`src/rtl/button_pkg.sv`:
```
// Shared types and default timing constants for the button conditioner.
// Defaults assume a 100 MHz clock: 10 ms debounce, 0.5 s first repeat, 0.2 s repeat rate.
package button_pkg;

    typedef enum logic [1:0] {
        IDLE         = 2'd0,
        PRESS_WAIT   = 2'd1,
        PRESSED      = 2'd2,
        RELEASE_WAIT = 2'd3
    } state_t;

    localparam int DEBOUNCE_DEF      = 1000000;
    localparam int REPEAT_DELAY_DEF  = 50000000;
    localparam int REPEAT_PERIOD_DEF = 20000000;

endpackage

```
`src/rtl/button_conditioner_sync_2ff.sv`:
```
// Two-flop synchroniser that brings the raw asynchronous button into the clock domain.
module sync_2ff (
    input  logic clk,
    input  logic rst_n,
    input  logic d,
    output logic q
);

    logic meta;

    always_ff @(posedge clk or negedge rst_n) begin
        if (!rst_n) begin
            meta <= 1'b0;
            q    <= 1'b0;
        end else begin
            meta <= d;
            q    <= meta;
        end
    end

endmodule

```
`src/rtl/button_conditioner.sv`:
```
// Debounces a bouncing push button into a level, a one-cycle press strobe and a press counter.
// Optional auto-repeat while held is enabled by defining BUTTON_AUTOREPEAT_EN.
module button_conditioner
    import button_pkg::*;
#(
    parameter int DEBOUNCE_CYCLES = DEBOUNCE_DEF,
    parameter int REPEAT_DELAY    = REPEAT_DELAY_DEF,
    parameter int REPEAT_PERIOD   = REPEAT_PERIOD_DEF
) (
    input  logic       basys_clk,
    input  logic       clr,
    input  logic       btn_in,
    output logic       pulse,
    output logic       level,
    output logic [7:0] press_cnt
);

    localparam int CNT_W = $clog2(DEBOUNCE_CYCLES);
    localparam logic [CNT_W-1:0] CNT_LAST = CNT_W'(DEBOUNCE_CYCLES - 1);

    // Out-of-range parameters leave a visible marker block in the elaborated hierarchy.
    generate
        if (DEBOUNCE_CYCLES < 2 || REPEAT_DELAY < 1 || REPEAT_PERIOD < 1) begin : g_bad_params
        end
    endgenerate

    logic             btn_s;
    state_t           state;
    logic [CNT_W-1:0] cnt;

    sync_2ff u_sync (
        .clk   (basys_clk),
        .rst_n (clr),
        .d     (btn_in),
        .q     (btn_s)
    );

`ifdef BUTTON_AUTOREPEAT_EN
    localparam int REP_MAX = (REPEAT_DELAY > REPEAT_PERIOD) ? REPEAT_DELAY : REPEAT_PERIOD;
    localparam int REP_W   = $clog2(REP_MAX + 1);
    localparam logic [REP_W-1:0] DELAY_LAST  = REP_W'(REPEAT_DELAY - 1);
    localparam logic [REP_W-1:0] PERIOD_LAST = REP_W'(REPEAT_PERIOD - 1);

    logic [REP_W-1:0] rep_cnt;
    logic             rep_started;   // first repeat already issued, use the shorter period
`endif

    always_ff @(posedge basys_clk or negedge clr) begin
        if (!clr) begin
            state     <= IDLE;
            cnt       <= '0;
            pulse     <= 1'b0;
            level     <= 1'b0;
            press_cnt <= 8'd0;
`ifdef BUTTON_AUTOREPEAT_EN
            rep_cnt     <= '0;
            rep_started <= 1'b0;
`endif
        end else begin
            pulse <= 1'b0;
            case (state)
                IDLE: begin
                    if (btn_s) begin
                        state <= PRESS_WAIT;
                        cnt   <= '0;
                    end
                end

                PRESS_WAIT: begin
                    if (!btn_s) begin
                        state <= IDLE;
                    end else if (cnt == CNT_LAST) begin
                        state     <= PRESSED;
                        level     <= 1'b1;
                        pulse     <= 1'b1;
                        press_cnt <= press_cnt + 8'd1;
                    end else begin
                        cnt <= cnt + 1'b1;
                    end
                end

                PRESSED: begin
                    if (!btn_s) begin
                        state <= RELEASE_WAIT;
                        cnt   <= '0;
`ifdef BUTTON_AUTOREPEAT_EN
                        rep_cnt     <= '0;
                        rep_started <= 1'b0;
                    end else if (rep_cnt == (rep_started ? PERIOD_LAST : DELAY_LAST)) begin
                        pulse       <= 1'b1;
                        press_cnt   <= press_cnt + 8'd1;
                        rep_cnt     <= '0;
                        rep_started <= 1'b1;
                    end else begin
                        rep_cnt <= rep_cnt + 1'b1;
`endif
                    end
                end

                RELEASE_WAIT: begin
                    // A bounce back to high resumes the held press without a new strobe.
                    if (btn_s) begin
                        state <= PRESSED;
                    end else if (cnt == CNT_LAST) begin
                        state <= IDLE;
                        level <= 1'b0;
                    end else begin
                        cnt <= cnt + 1'b1;
                    end
                end

                default: state <= IDLE;
            endcase
        end
    end

endmodule

```
`config.mk`:
```
export PLATFORM = sky130hd
export DESIGN_NAME = button_conditioner
export DESIGN_NICKNAME = d
export VERILOG_FILES = /design/src/rtl/button_pkg.sv /design/src/rtl/button_conditioner_sync_2ff.sv /design/src/rtl/button_conditioner.sv
export SDC_FILE = /design/constraint.sdc
export NUM_CORES = 1
export LEC_CHECK = 0
export CORE_MARGIN = 8
export CORE_UTILIZATION = 40
export CTS_BUF_LIST = sky130_fd_sc_hd__clkbuf_8
export DETAILED_ROUTE_END_ITERATION = 8
export GPL_TIMING_DRIVEN = 0
export PLACE_DENSITY = 0.67
export SYNTH_ARGS = -nofsm -noshare
export SYNTH_HDL_FRONTEND = slang
export SYNTH_HIERARCHICAL = 1
export SYNTH_SLANG_ARGS = --single-unit
```
`constraint.sdc`:
```
create_clock -name basys_clk -period 2.3 [get_ports basys_clk]
set_clock_uncertainty 0.2 [all_clocks]
set_input_delay 0.345 -clock basys_clk [delete_from_list [all_inputs] [get_ports basys_clk]]
set_output_delay 0.345 -clock basys_clk [all_outputs]
set_load 0.02 [all_outputs]
```
==> results of run 1 <==
critical path, stage by stage, from the launching register on:
cell and delay (ns):
dfrtp_2 0.41, or3_1 0.36, or4_4 0.51, buf_6 0.16, o21ai_4 0.27, mux2_4 0.33
routing by layer:
metal  GRT usage  up-vias  part of all wire  routed length (um)
met1       0.163      803              0.47                2120
met2       0.198       27              0.48                2150
li1            -      794                 -                   -
met5           0        -                 0                   0
met4      0.0744        0             0.024                 107
met3      0.0319        9             0.025                 110
report_power, final:
group          total [W]  internal [W]  switching, W
clock           0.000557      0.000347      0.000211
sequential      0.000656      0.000622     0.0000343
combinational   0.000121     0.0000499     0.0000715
layout make-up:
class	count	area (um^2)
clock buffer	6	82.6
tap	54	67.6
sequential	34	856
fill	419	2310
clock inverter	1	30.0
inverter	5	18.8
multi-input combinational	142	1020
buffer	12	62.6
timing repair buffer	25	213
kinds of logic after synthesis:
family,count (synthesis),share of synthesized area
adder cells (fa/ha/maj),2,0.0131
XOR/XNOR,9,0.0413
flip-flops,34,0.445
multiplexers,11,0.0596
buffers and inverters,21,0.0543
AO/OA/AOI/OAI,34,0.143
AND/OR/NAND/NOR,86,0.244
sequential cells by signal, indices dropped and copies added, names as in the netlist, named ones only:
name / flops
u_sync/q: 1
pulse: 1
state: 1
cnt: 20
level: 1
press_cnt: 8
u_sync/meta: 1
final timing paths:
kind,slack [ns],endpoint,from,cells past startpoint
max,-0.05,cnt[0],cnt[11],5
min,0.16,u_sync/q,u_sync/meta,0
max reg2reg,-0.05,cnt[0],cnt[11],5
min reg2reg,0.16,u_sync/q,u_sync/meta,0
max in group asynchronous,0.91,cnt[12],clr,2
min in group asynchronous,0.47,cnt[1],clr,2
Yosys cell counts, drive strengths merged, types with 2 or more instances:
cell	count
clkbuf	12
a21o	3
nor4	8
xor2	8
nor4b	2
buf	4
mux2i	8
nand4	10
mux2	3
nor3	14
a211o	3
inv	5
nor2	10
a22o	5
a31oi	2
o2bb2ai	5
o21ai	7
dfrtp	34
nand2	17
or3	3
and3	3
o41ai	2
nand3	12
ha	2
stage by stage:
step | util | total power (W) | hold WS (ns)
after floorplan | - | 0.000736 | -0.151
after global placement | 0.454 | 0.000772 | 0.139
after detailed placement | 0.453 | 0.000775 | 0.143
after CTS | 0.495 | 0.00134 | 0.159
after global routing | 0.504 | 0.00139 | 0.169
final | 0.504 | 0.00134 | 0.156
what timing repair did:
action | 4_1_cts | 5_1_grt
hold endpoints to repair | 34 | 0
setup buffers | 9 | 1
endpoints found under the setup margin | 22 | 26
hold buffers | 1 | 0
resized for setup | 5 | 8
pin swaps | 4 | 4
gates cloned | 1 | 1
==> results.sh, run 1 <==
export IMPL_routed_via_density=5.85
export IMPL_setup_violations_final=11
export IMPL_peakVddDrop_mv=0.451
export IMPL_start_kind="register"
export IMPL_synth_edf_count=0
export IMPL_drv_slew=0
export IMPL_areaGrowthSynthToFinish_pct=23.0
export IMPL_die_w_um=85.1
export IMPL_ys_flop_type="dfrtp_1"
export IMPL_antenna_found_initial=0
export IMPL_hold_viol=0
export IMPL_ys_ff_latch=34
export IMPL_cts_max_level=2
export IMPL_design_area_mm2=0.00235
export IMPL_crit_type="register to register"
export IMPL_hold_class="register to register"
export IMPL_drt_pass1_iter_count=4
export IMPL_die_area_mm2=0.00724
export IMPL_avgSynthCellArea_um2=9.70
export IMPL_cts_tree="yes"
export IMPL_yosysWarnings=6
export IMPL_clk_pin_slew_ns=0.07
export IMPL_post_route_period_util=1.02
export IMPL_clockBufferDepth=2
export IMPL_antenna_cells=0
export IMPL_setup_slack_ns=-0.0497
export IMPL_finalSetupTns_ns=-0.196
export IMPL_period_minus_slack_ns=2.35
export IMPL_status="complete, but fails checks"
export IMPL_io_buffers=12
export IMPL_std_cell_rows=25
export IMPL_p_leak_nw=1.04
export IMPL_layout_common_cells="dfrtp_1, nand2_1, nand3_1, nor3_1"
export IMPL_ys_async_sr_fraction=1.00
export IMPL_synth_cells=197
export IMPL_p_per_area_mw_per_mm2=568
export IMPL_route_antenna_remaining_nets=0
export IMPL_vias=1633
export IMPL_syn_cell_area_mm2=0.00191
export IMPL_io_pins=13
export IMPL_clkLatencyLatePin_ns=0.28
export IMPL_syn_nets=202
export IMPL_synth_top_cell_by_area="dfrtp_1"
export IMPL_root_buffer="clkbuf_8"
export IMPL_grt_pass1_wl_mm=7.48
export IMPL_place_hpwl_mm=2.93
export IMPL_layout_commonest_cell="dfrtp_1"
export IMPL_failed_checks="negative setup slack"
export IMPL_start_util=0.410
export IMPL_numPlacedInstances=263
export IMPL_wl_per_cell_um=16.1
export IMPL_routed_wl_mm=4.49
export IMPL_post_place_ws_ns=-0.253
export IMPL_worstMarginPinSlew_ns=0.747
export IMPL_slew_headroom=0.502
export IMPL_cp_data_arrival_time_ns=2.32
export IMPL_core_area_mm2=0.00466
export IMPL_dieHeight_um=85.1
export IMPL_end_kind="register"
export IMPL_cts_buffers=5
export IMPL_grt_pass1_vias=1560
export IMPL_max_cap_viol_count=0
export IMPL_final_cells=279
export IMPL_clock_sinks=34
export IMPL_drive_gt1_frac=0.178
export IMPL_drc=0
export IMPL_yosysTopAreaCellShare=0.445
export IMPL_cp_data_required_time_ns=2.27
export IMPL_cp_max_fo=5
export IMPL_seq_area_frac_synth=0.445
export IMPL_synthDistinctLibCells=44
export IMPL_drt_iter0_drc=72
export IMPL_globalRouteOverflowTotal=0
export IMPL_max_freq_mhz=426
export IMPL_fin_nets=230
export IMPL_rsz0062_at_grt="true"
export IMPL_placed_area_mm2=0.00211
export IMPL_yosys_top_cells_area="dfrtp_1, mux2i_1, xor2_1, nor3_1, nand2_1"
export IMPL_place_congestion=0.883
export IMPL_grtUsageTotal=0.130
export IMPL_grt_max_degree=35
(Power assumes the default switching activity.)
==> run 2: changes to the inputs <==
--- a/config.mk
+++ b/config.mk
@@ -13,5 +13,4 @@
 export PLACE_DENSITY = 0.67
 export SYNTH_ARGS = -nofsm -noshare
 export SYNTH_HDL_FRONTEND = slang
-export SYNTH_HIERARCHICAL = 1
 export SYNTH_SLANG_ARGS = --single-unit
==> results.sh, run 2 <==
export IMPL_status="complete, but fails checks"
export IMPL_failed_checks="negative setup slack"
export IMPL_rr_endpoint="press_cnt[1]"
export IMPL_ys_async_sr_fraction=1.00
export IMPL_worstMarginPinSlew_ns=0.752
export IMPL_hold_class="register to register"
export IMPL_std_cell_rows=24
export IMPL_drt_pass1_iter_count=5
export IMPL_routed_via_density=5.84
export IMPL_synth_edf_count=0
export IMPL_antenna_found_initial=0
export IMPL_drc=0
export IMPL_finalSetupTns_ns=-0.593
export IMPL_largest_reg_flops=20
export IMPL_rsz0062_at_grt="true"
export IMPL_yosysWarnings=0
export IMPL_yosysTopAreaCellShare=0.482
export IMPL_reg_top3="cnt (20), press_cnt (8)"
export IMPL_rr_startpoint="cnt[13]"
export IMPL_synthDistinctLibCells=41
export IMPL_r2r_slack_ns=-0.10
export IMPL_utilization=0.563
export IMPL_post_route_period_util=1.04
export IMPL_path_delay_family="simple AND/OR/NAND/NOR gates"
export IMPL_synth_most_common_cell="dfrtp_1"
export IMPL_slew_headroom=0.499
export IMPL_rr_worst_depth=6
export IMPL_cp_data_required_time_ns=2.27
export IMPL_place_hpwl_mm=2.60
export IMPL_clk_pin_slew_ns=0.06
export IMPL_place_congestion=0.803
export IMPL_avgSynthCellArea_um2=9.86
export IMPL_clkLatencyLatePin_ns=0.29
export IMPL_cts_tree="yes"
export IMPL_min_path_cells=0
export IMPL_io_buffers=12
export IMPL_die_w_um=82.4
export IMPL_ys_flop_type="dfrtp_1"
export IMPL_hold_viol=0
export IMPL_setup_violations_final=12
export IMPL_design_area_mm2=0.00242
export IMPL_syn_cell_area_mm2=0.00177
export IMPL_cp_slowest_cell="or4_4"
export IMPL_crit_buf_inv=2
export IMPL_max_freq_mhz=417
export IMPL_dieHeight_um=82.4
export IMPL_start_util=0.411
export IMPL_grt_pass1_wl_mm=6.95
export IMPL_cp_data_arrival_time_ns=2.37
export IMPL_p_per_area_mw_per_mm2=520
export IMPL_root_buffer="clkbuf_8"
export IMPL_seq_area_frac_synth=0.482
export IMPL_placed_area_mm2=0.00195
export IMPL_synth_common_cells="dfrtp_1, nand2_1, a31oi_1"
export IMPL_die_area_mm2=0.00680
export IMPL_ys_ff_latch=34
export IMPL_areaGrowthSynthToFinish_pct=36.9
export IMPL_synth_top_cell_by_area="dfrtp_1"
export IMPL_globalRouteOverflowTotal=0
export IMPL_drt_iter0_drc=153
export IMPL_path_cells="or4_4 > nor4_4 > buf_6 > nor4b_4 > buf_6 > mux2_4"
export IMPL_peakVddDrop_mv=0.447
export IMPL_slowest_delay_ns=0.55
export IMPL_grt_pass1_vias=1386
export IMPL_regMostFlops="cnt"
export IMPL_io_pins=13
export IMPL_cp_max_fo=8
export IMPL_hold_end="u_sync.q"
export IMPL_layout_common_cells="dfrtp_1, nand2_1, buf_4"
export IMPL_cts_buffers=5
export IMPL_layout_commonest_cell="dfrtp_1"
export IMPL_grtUsageTotal=0.134
export IMPL_end_kind="register"
export IMPL_crit_type="register to register"
export IMPL_period_minus_slack_ns=2.40
export IMPL_min_delay_start="u_sync.meta"
export IMPL_core_area_mm2=0.00429
export IMPL_cts_max_level=2
export IMPL_clockBufferDepth=2
export IMPL_routed_wl_mm=4.47
export IMPL_p_leak_nw=1.03
export IMPL_holdWs_ns=0.158
export IMPL_wl_per_cell_um=16.7
export IMPL_syn_nets=184
export IMPL_synth_cells=179
export IMPL_path_common_cell="buf_6"
export IMPL_start_kind="register"
export IMPL_clock_sinks=34
export IMPL_antenna_cells=0
export IMPL_route_antenna_remaining_nets=0
export IMPL_grt_max_degree=35
export IMPL_setup_slack_ns=-0.101
export IMPL_drv_slew=0
export IMPL_drive_gt1_frac=0.302
export IMPL_fin_nets=220
export IMPL_vias=1559
export IMPL_yosys_top_cells_area="dfrtp_1, nand2_1, a31oi_1, nand4_1, xnor2_1"
export IMPL_max_cap_viol_count=0
run 2: how the worst max path moves through the flow:
stage	startpoint	cells after the start	to	slack (ns)
2_1_floorplan	cnt[8]	4	press_cnt[1]	-0.08
3_3_place_gp	cnt[8]	5	press_cnt[4]	-0.32
3_5_place_dp	cnt[8]	6	cnt[12]	-0.32
4_1_cts	cnt[11]	7	press_cnt[1]	-0.13
5_1_grt	cnt[13]	6	press_cnt[1]	-0.14
6_report	cnt[13]	6	press_cnt[1]	-0.10
run 2: where the power goes:
part | internal (W) | switching [W] | total (W)
combinational | 0.0000350 | 0.0000502 | 0.0000851
sequential | 0.000607 | 0.0000107 | 0.000618
clock | 0.000346 | 0.000207 | 0.000553
total | 0.000988 | 0.000268 | 0.00126
run 2: routing by layer:
layer	part of all wire	track usage	wire, um	up-vias
met5	0	0	0	-
met4	0.031	0.0474	137	0
met3	0.059	0.0476	265	16
met2	0.44	0.181	1990	63
met1	0.47	0.192	2080	739
li1	-	-	-	741
run 2: cell families (layout without fill, tap and decap cells):
group,Yosys count,count (layout),share of synthesized area
buffers and inverters,10,46,0.0262
XOR/XNOR,9,9,0.0447
adder cells (fa/ha/maj),2,2,0.0142
AO/OA/AOI/OAI,43,43,0.152
flip-flops,34,34,0.482
AND/OR/NAND/NOR,76,76,0.250
multiplexers,5,5,0.0305
run 2: area by class of cell:
| cell class | count | area, um^2 |
|---|---|---|
| Timing Repair Buffer | 30 | 294 |
| Buffer | 5 | 60.1 |
| Inverter | 4 | 17.5 |
| Sequential cell | 34 | 855 |
| Clock inverter | 1 | 30.0 |
| Tap cell | 52 | 65.1 |
| Fill cell | 371 | 1880 |
| Multi-Input combinational cell | 135 | 1010 |
| Clock buffer | 6 | 82.6 |
run 2: per-stage QoR:
stage | std cells | power [W] | worst slack (ns)
after floorplan | 179 | 0.000659 | -0.0814
after global placement | 243 | 0.000686 | -0.320
after CTS | 257 | 0.00125 | -0.129
after global routing | 267 | 0.00130 | -0.137
final | 267 | 0.00126 | -0.101
after detailed placement | 243 | 0.000685 | -0.316
run 2: timing repair:
item	CTS	global route
hold buffers	1	0
pin swaps	3	9
endpoints found under the hold margin	34	0
gates resized for setup	14	36
setup buffers	6	9
setup endpoints to repair	27	28
gates cloned	0	2
==> edit 1, RTL diff (settings of run 1) <==
Change the package constant `DEBOUNCE_DEF` from 1000000 to 4000000.
--- a/src/rtl/button_pkg.sv
+++ b/src/rtl/button_pkg.sv
@@ -10,5 +10,5 @@
     } state_t;
 
-    localparam int DEBOUNCE_DEF      = 1000000;
+    localparam int DEBOUNCE_DEF      = 4000000;
     localparam int REPEAT_DELAY_DEF  = 50000000;
     localparam int REPEAT_PERIOD_DEF = 20000000;
Formal check against the unedited RTL: same outputs for any inputs over 10 cycles, from zero or initial values; that may be too few to reach the edited logic, so the function may still have changed.
==> edit 1 against run 1 <==
  * Total power decreased by 13%
  * Design area decreased by 2.8%
  * Setup slack improved by 0.11 ns
  * Largest power group unchanged
  * Count of clock-buffer cells in the layout decreased by 1
  * Sequential cell count increased by 2
  * Routed wire length decreased by 4.3%
  * Critical path type unchanged
  * Area after synthesis decreased by 1.0%
==> edit 1: results (changes against run 1) <==
Initial DRC Count=107 (+49%); Synth cell types=41 (-6.8%); DP HPWL=2890 µm (-1.2%); hold slack=0.149 ns (-0.00698 ns); filler instances=440 (+5.0%); dpl cell area=2070 µm² (-1.7%); worst r2r path cells=6 (+1); maximum VDD drop=0.339 mV (-25%); routed wl met3=181 µm (+65%); CP max-delay cell=or4b_4; Switching Share=24.4% (+0.66 points); Critical Path Max Stage Delay=0.56 ns (+0.05 ns); largest net degree at the start of global routing=37 (+5.7%); syn nets=198 (-2.0%); r2r startpoint=cnt[10]; Clock buf/inv share=3.40% (-1.4 points); Critical Path Start Type=flop; vias in the first global route=1512 (-3.1%); Static Leak=1.02 nW (-2.4%); RR Endpoint=press_cnt[1]; outcome=completed; sequential share of cell area=39.5% (+3.0 points); Worst-path clk slew=0.07 ns (about the same); CP arrival=2.22 ns (-0.10 ns); Die ar.=7180 µm² (-0.84%); gpl congestion=0.855 (-3.2%); Data buffer area share=9.04% (-2.7 points); top cells by area, synth=dfrtp_1 48%, o21ai_0 3.7%, a21oi_1 3.4%, nand3_1 3.4%, nand2_1 3.2%; grt met1 use=16.1% (-0.23 points); met2 usage=20.0% (+0.23 points); fraction of area in multi-input gates=43.7% (+0.27 points); total wire length=4290 µm (-4.3%); YS warnings=6 (unchanged); number of synthesized register bits=36 (+5.9%); M1 wire length=2010 µm (-5.1%); nonclk buf count=25 (-32%); biggest regs=cnt (22), press_cnt (8); sequential share of the synthesized area=47.7% (+3.1 points); worst setup margin=0.0577 ns (+0.107 ns); Net count, final=224 (-2.6%); Comb power frac=6.7% (-2.4 points); M3 GR Usage=3.41% (+0.23 points); WL met2=2050 µm (-4.7%); post-place setup slack=-0.0764 ns (+0.177 ns); hold_sp=u_sync/meta; seq pwr=0.667 mW (+2%); post_cts resized=6 (+1); GRT Overall Usage=12.8% (-0.24 points); clock buffer count=5 (-1); global-route wire length before repair=7390 µm (-1.2%); invs w/o clock=9 (+4); routed via count=1603 (-1.8%); share of cells above drive strength 1=17.8% (+0.030 points); most instantiated cells after synthesis=36 x dfrtp_1, 16 x nand2_1, 14 x o21ai_0; post-CTS setup buffer count=5 (-4); Least-Margin Pin Slew=0.795 ns (+0.0483 ns); combinational logic power=0.0779 mW (-36%)
## edit 1: cell count changes after synthesis, moves of 5 or more
cell              run 1  this run
clkbuf_1             11         1
a21oi_1               1        13
o21ai_0               6        14
nand2b_1              0         5
nor3_1               13         2
a31oi_1               2         7
mux2i_1               8         3
o2bb2ai_1             5         0
## edit 1: cells by family (layout without fill, tap and decap cells)
logic type	after synthesis	after routing	share of synthesized area [%]
and+or+nand+nor	79	80	25.7
AOI/OAI and AO/OA	47	47	15.2
DFF	36	36	47.7
buffers and inverters	16	41	3.71
xor gates and xnor gates	8	8	3.71
muxes	5	5	2.78
adders and majority gates	2	2	1.32
## edit 1: stage by stage
step / TNS (ns) / std cells
2_1_floorplan: 0 / 193
3_3_place_gp: -5.22 / 259
3_5_place_dp: -0.530 / 259
4_1_cts: 0 / 272
5_1_grt: -0.0187 / 273
6_report: 0 / 273
==> edit 2, RTL diff (settings of run 1) <==
Made on the original files. Put one more register stage on the output `level`. The value now appears one clock later. The other outputs are not delayed to match. Comments in the files are not updated.
--- a/src/rtl/button_conditioner.sv
+++ b/src/rtl/button_conditioner.sv
@@ -18,4 +18,6 @@
     localparam int CNT_W = $clog2(DEBOUNCE_CYCLES);
     localparam logic [CNT_W-1:0] CNT_LAST = CNT_W'(DEBOUNCE_CYCLES - 1);
+
+    logic level_s0;
 
     // Out-of-range parameters leave a visible marker block in the elaborated hierarchy.
@@ -51,5 +53,5 @@
             cnt       <= '0;
             pulse     <= 1'b0;
-            level     <= 1'b0;
+            level_s0  <= 1'b0;
             press_cnt <= 8'd0;
 `ifdef BUTTON_AUTOREPEAT_EN
@@ -72,5 +74,5 @@
                     end else if (cnt == CNT_LAST) begin
                         state     <= PRESSED;
-                        level     <= 1'b1;
+                        level_s0  <= 1'b1;
                         pulse     <= 1'b1;
                         press_cnt <= press_cnt + 8'd1;
@@ -104,5 +106,5 @@
                     end else if (cnt == CNT_LAST) begin
                         state <= IDLE;
-                        level <= 1'b0;
+                        level_s0 <= 1'b0;
                     end else begin
                         cnt <= cnt + 1'b1;
@@ -115,4 +117,8 @@
     end
 
+    always_ff @(posedge basys_clk) begin
+        level <= level_s0;
+    end
+
 endmodule
 
Formal check against the unedited RTL: no difference found for any inputs over 10 cycles, from zero or initial values; that may be too few to reach the edited logic, so the function may still have changed.
==> edit 2 against run 1 <==
  * Setup slack better by 0.21 ns
  * Non-clock buffer count is 12 lower
  * Design area up 2.1%
  * Total power up 8.5%
  * Via count shrank 2.3%
  * Global-route usage decreased by 0.47 points
  * Sequential cell count is 1 higher
  * Area after synthesis increased by 7.3%
  * Core utilization shrank 2.8 points
  * Routed wire length rose by 0.78%
  * Die area rose by 5.9%
  * Hold slack improved by 0.0062 ns
  * Fmax is 9.7% higher
  * Highest routed layer unchanged
==> edit 2: results (changes against run 1) <==
largest net degree at the start of global routing=35 (unchanged); Worst-path clk slew=0.08 ns; Initial DRC Count=122 (+69%); CP arrival=2.16 ns (-0.16 ns); GRT Overall Usage=12.5% (-0.47 points); syn nets=200 (-0.99%); CP max-delay cell=dfrtp_1; vias in the first global route=1595 (+2.2%); Synth cell types=49 (+11%); Clk Tree Root Cell=clkbuf_8; TritonCTS Buffers=5 (unchanged); Max Transition Viols Final=0 (unchanged); dpl cell area=2250 µm² (+6.8%); Vias per Instance=5.58 (-4.7%); drt pass-1 iters=4 (unchanged); initial antenna violation count=0 (unchanged); post-CTS setup buffer count=0 (-9); Crit path max-delay family=flip-flops; HP Class=reg2reg; CP Max Fanout=10 (+5); Hold Buf Count CTS=1 (unchanged); relative slew slack=47.9% (-2.3 points); top cells by area, synth=dfrtp_1 42%, nand2_1 3.5%, nor4_2 3.1%, a22o_1 3.0%, xor2_1 3.0%; sequential share of the synthesized area=42.5% (-2.0 points); post-place setup slack=0.194 ns (+0.447 ns); DP HPWL=2970 µm (+1.5%); post_cts resized=0 (-5); gpl congestion=0.767 (-13%); Static Leak=1.12 nW (+7.7%); global-route wire length before repair=7650 µm (+2.2%); outcome=completed; share of cells above drive strength 1=16.2% (-1.6 points); Critical Path Start Type=flop; total wire length=4520 µm (+0.78%); Async S/R FF share, synth=97.1% (-2.9 points); Net count, final=220 (-4.3%); Critical Path Max Stage Delay=0.42 ns (-0.09 ns); maximum VDD drop=0.301 mV (-33%); most instantiated cells after synthesis=34 x dfrtp_1, 19 x nand2_1, 8 x nand4_1
## edit 2: where the power goes
group	total [mW]	internal (mW)	switching [mW]	leakage (nW)
combinational	0.116	0.0451	0.0710	0.586
clock	0.672	0.432	0.239	0.0644
sequential	0.661	0.636	0.0242	0.473
total	1.45	1.11	0.335	1.12
## edit 2: area by class of cell
cell class,count,area [µm²]
plain buffers,12,77.6
clock buffers,5,68.8
clock inverters,3,67.6
fillers,473,2640
inverters,5,18.8
multi-input cells,143,1080
flip-flops and latches,35,871
well taps,70,87.6
repair buffers,13,125
## edit 2: worst paths after layout
check | start | end | slack (ns) | depth (start not counted)
worst max-delay path | cnt[0] | cnt[1] | 0.16 | 6
worst min-delay path | u_sync/meta | u_sync/q | 0.16 | 0
worst max register to register | cnt[0] | cnt[1] | 0.16 | 6
worst min register to register | u_sync/meta | u_sync/q | 0.16 | 0
max in group asynchronous | clr | cnt[18] | 0.94 | 2
min in group asynchronous | clr | press_cnt[7] | 0.47 | 2
## edit 2: metrics by stage
stage          cells  hold slack (ns)  TNS (ns)  total power [mW]
3_5_place_dp     277            0.146         0             0.789
2_1_floorplan    195           -0.151         0             0.747
6_report         286            0.162         0              1.45
5_1_grt          286            0.174         0              1.50
3_3_place_gp     277            0.139     -4.05             0.785
4_1_cts          286            0.164         0              1.46
## edit 2: metal layers
layer	track usage (%)	share of wire (%)
met1	15.8	48
met2	20.9	47
met3	2.63	4.4
met4	3.75	0.97
met5	0	0
## edit 2: logic make-up after synthesis
group                      Yosys count  share of synthesized area, %
adders and majority gates            2                          1.22
muxes                                9                          4.64
xor gates and xnor gates             9                          4.21
DFF                                 35                          42.5
AOI/OAI and AO/OA                   38                          14.1
buffers and inverters               17                          4.70
and+or+nand+nor                     85                          28.6
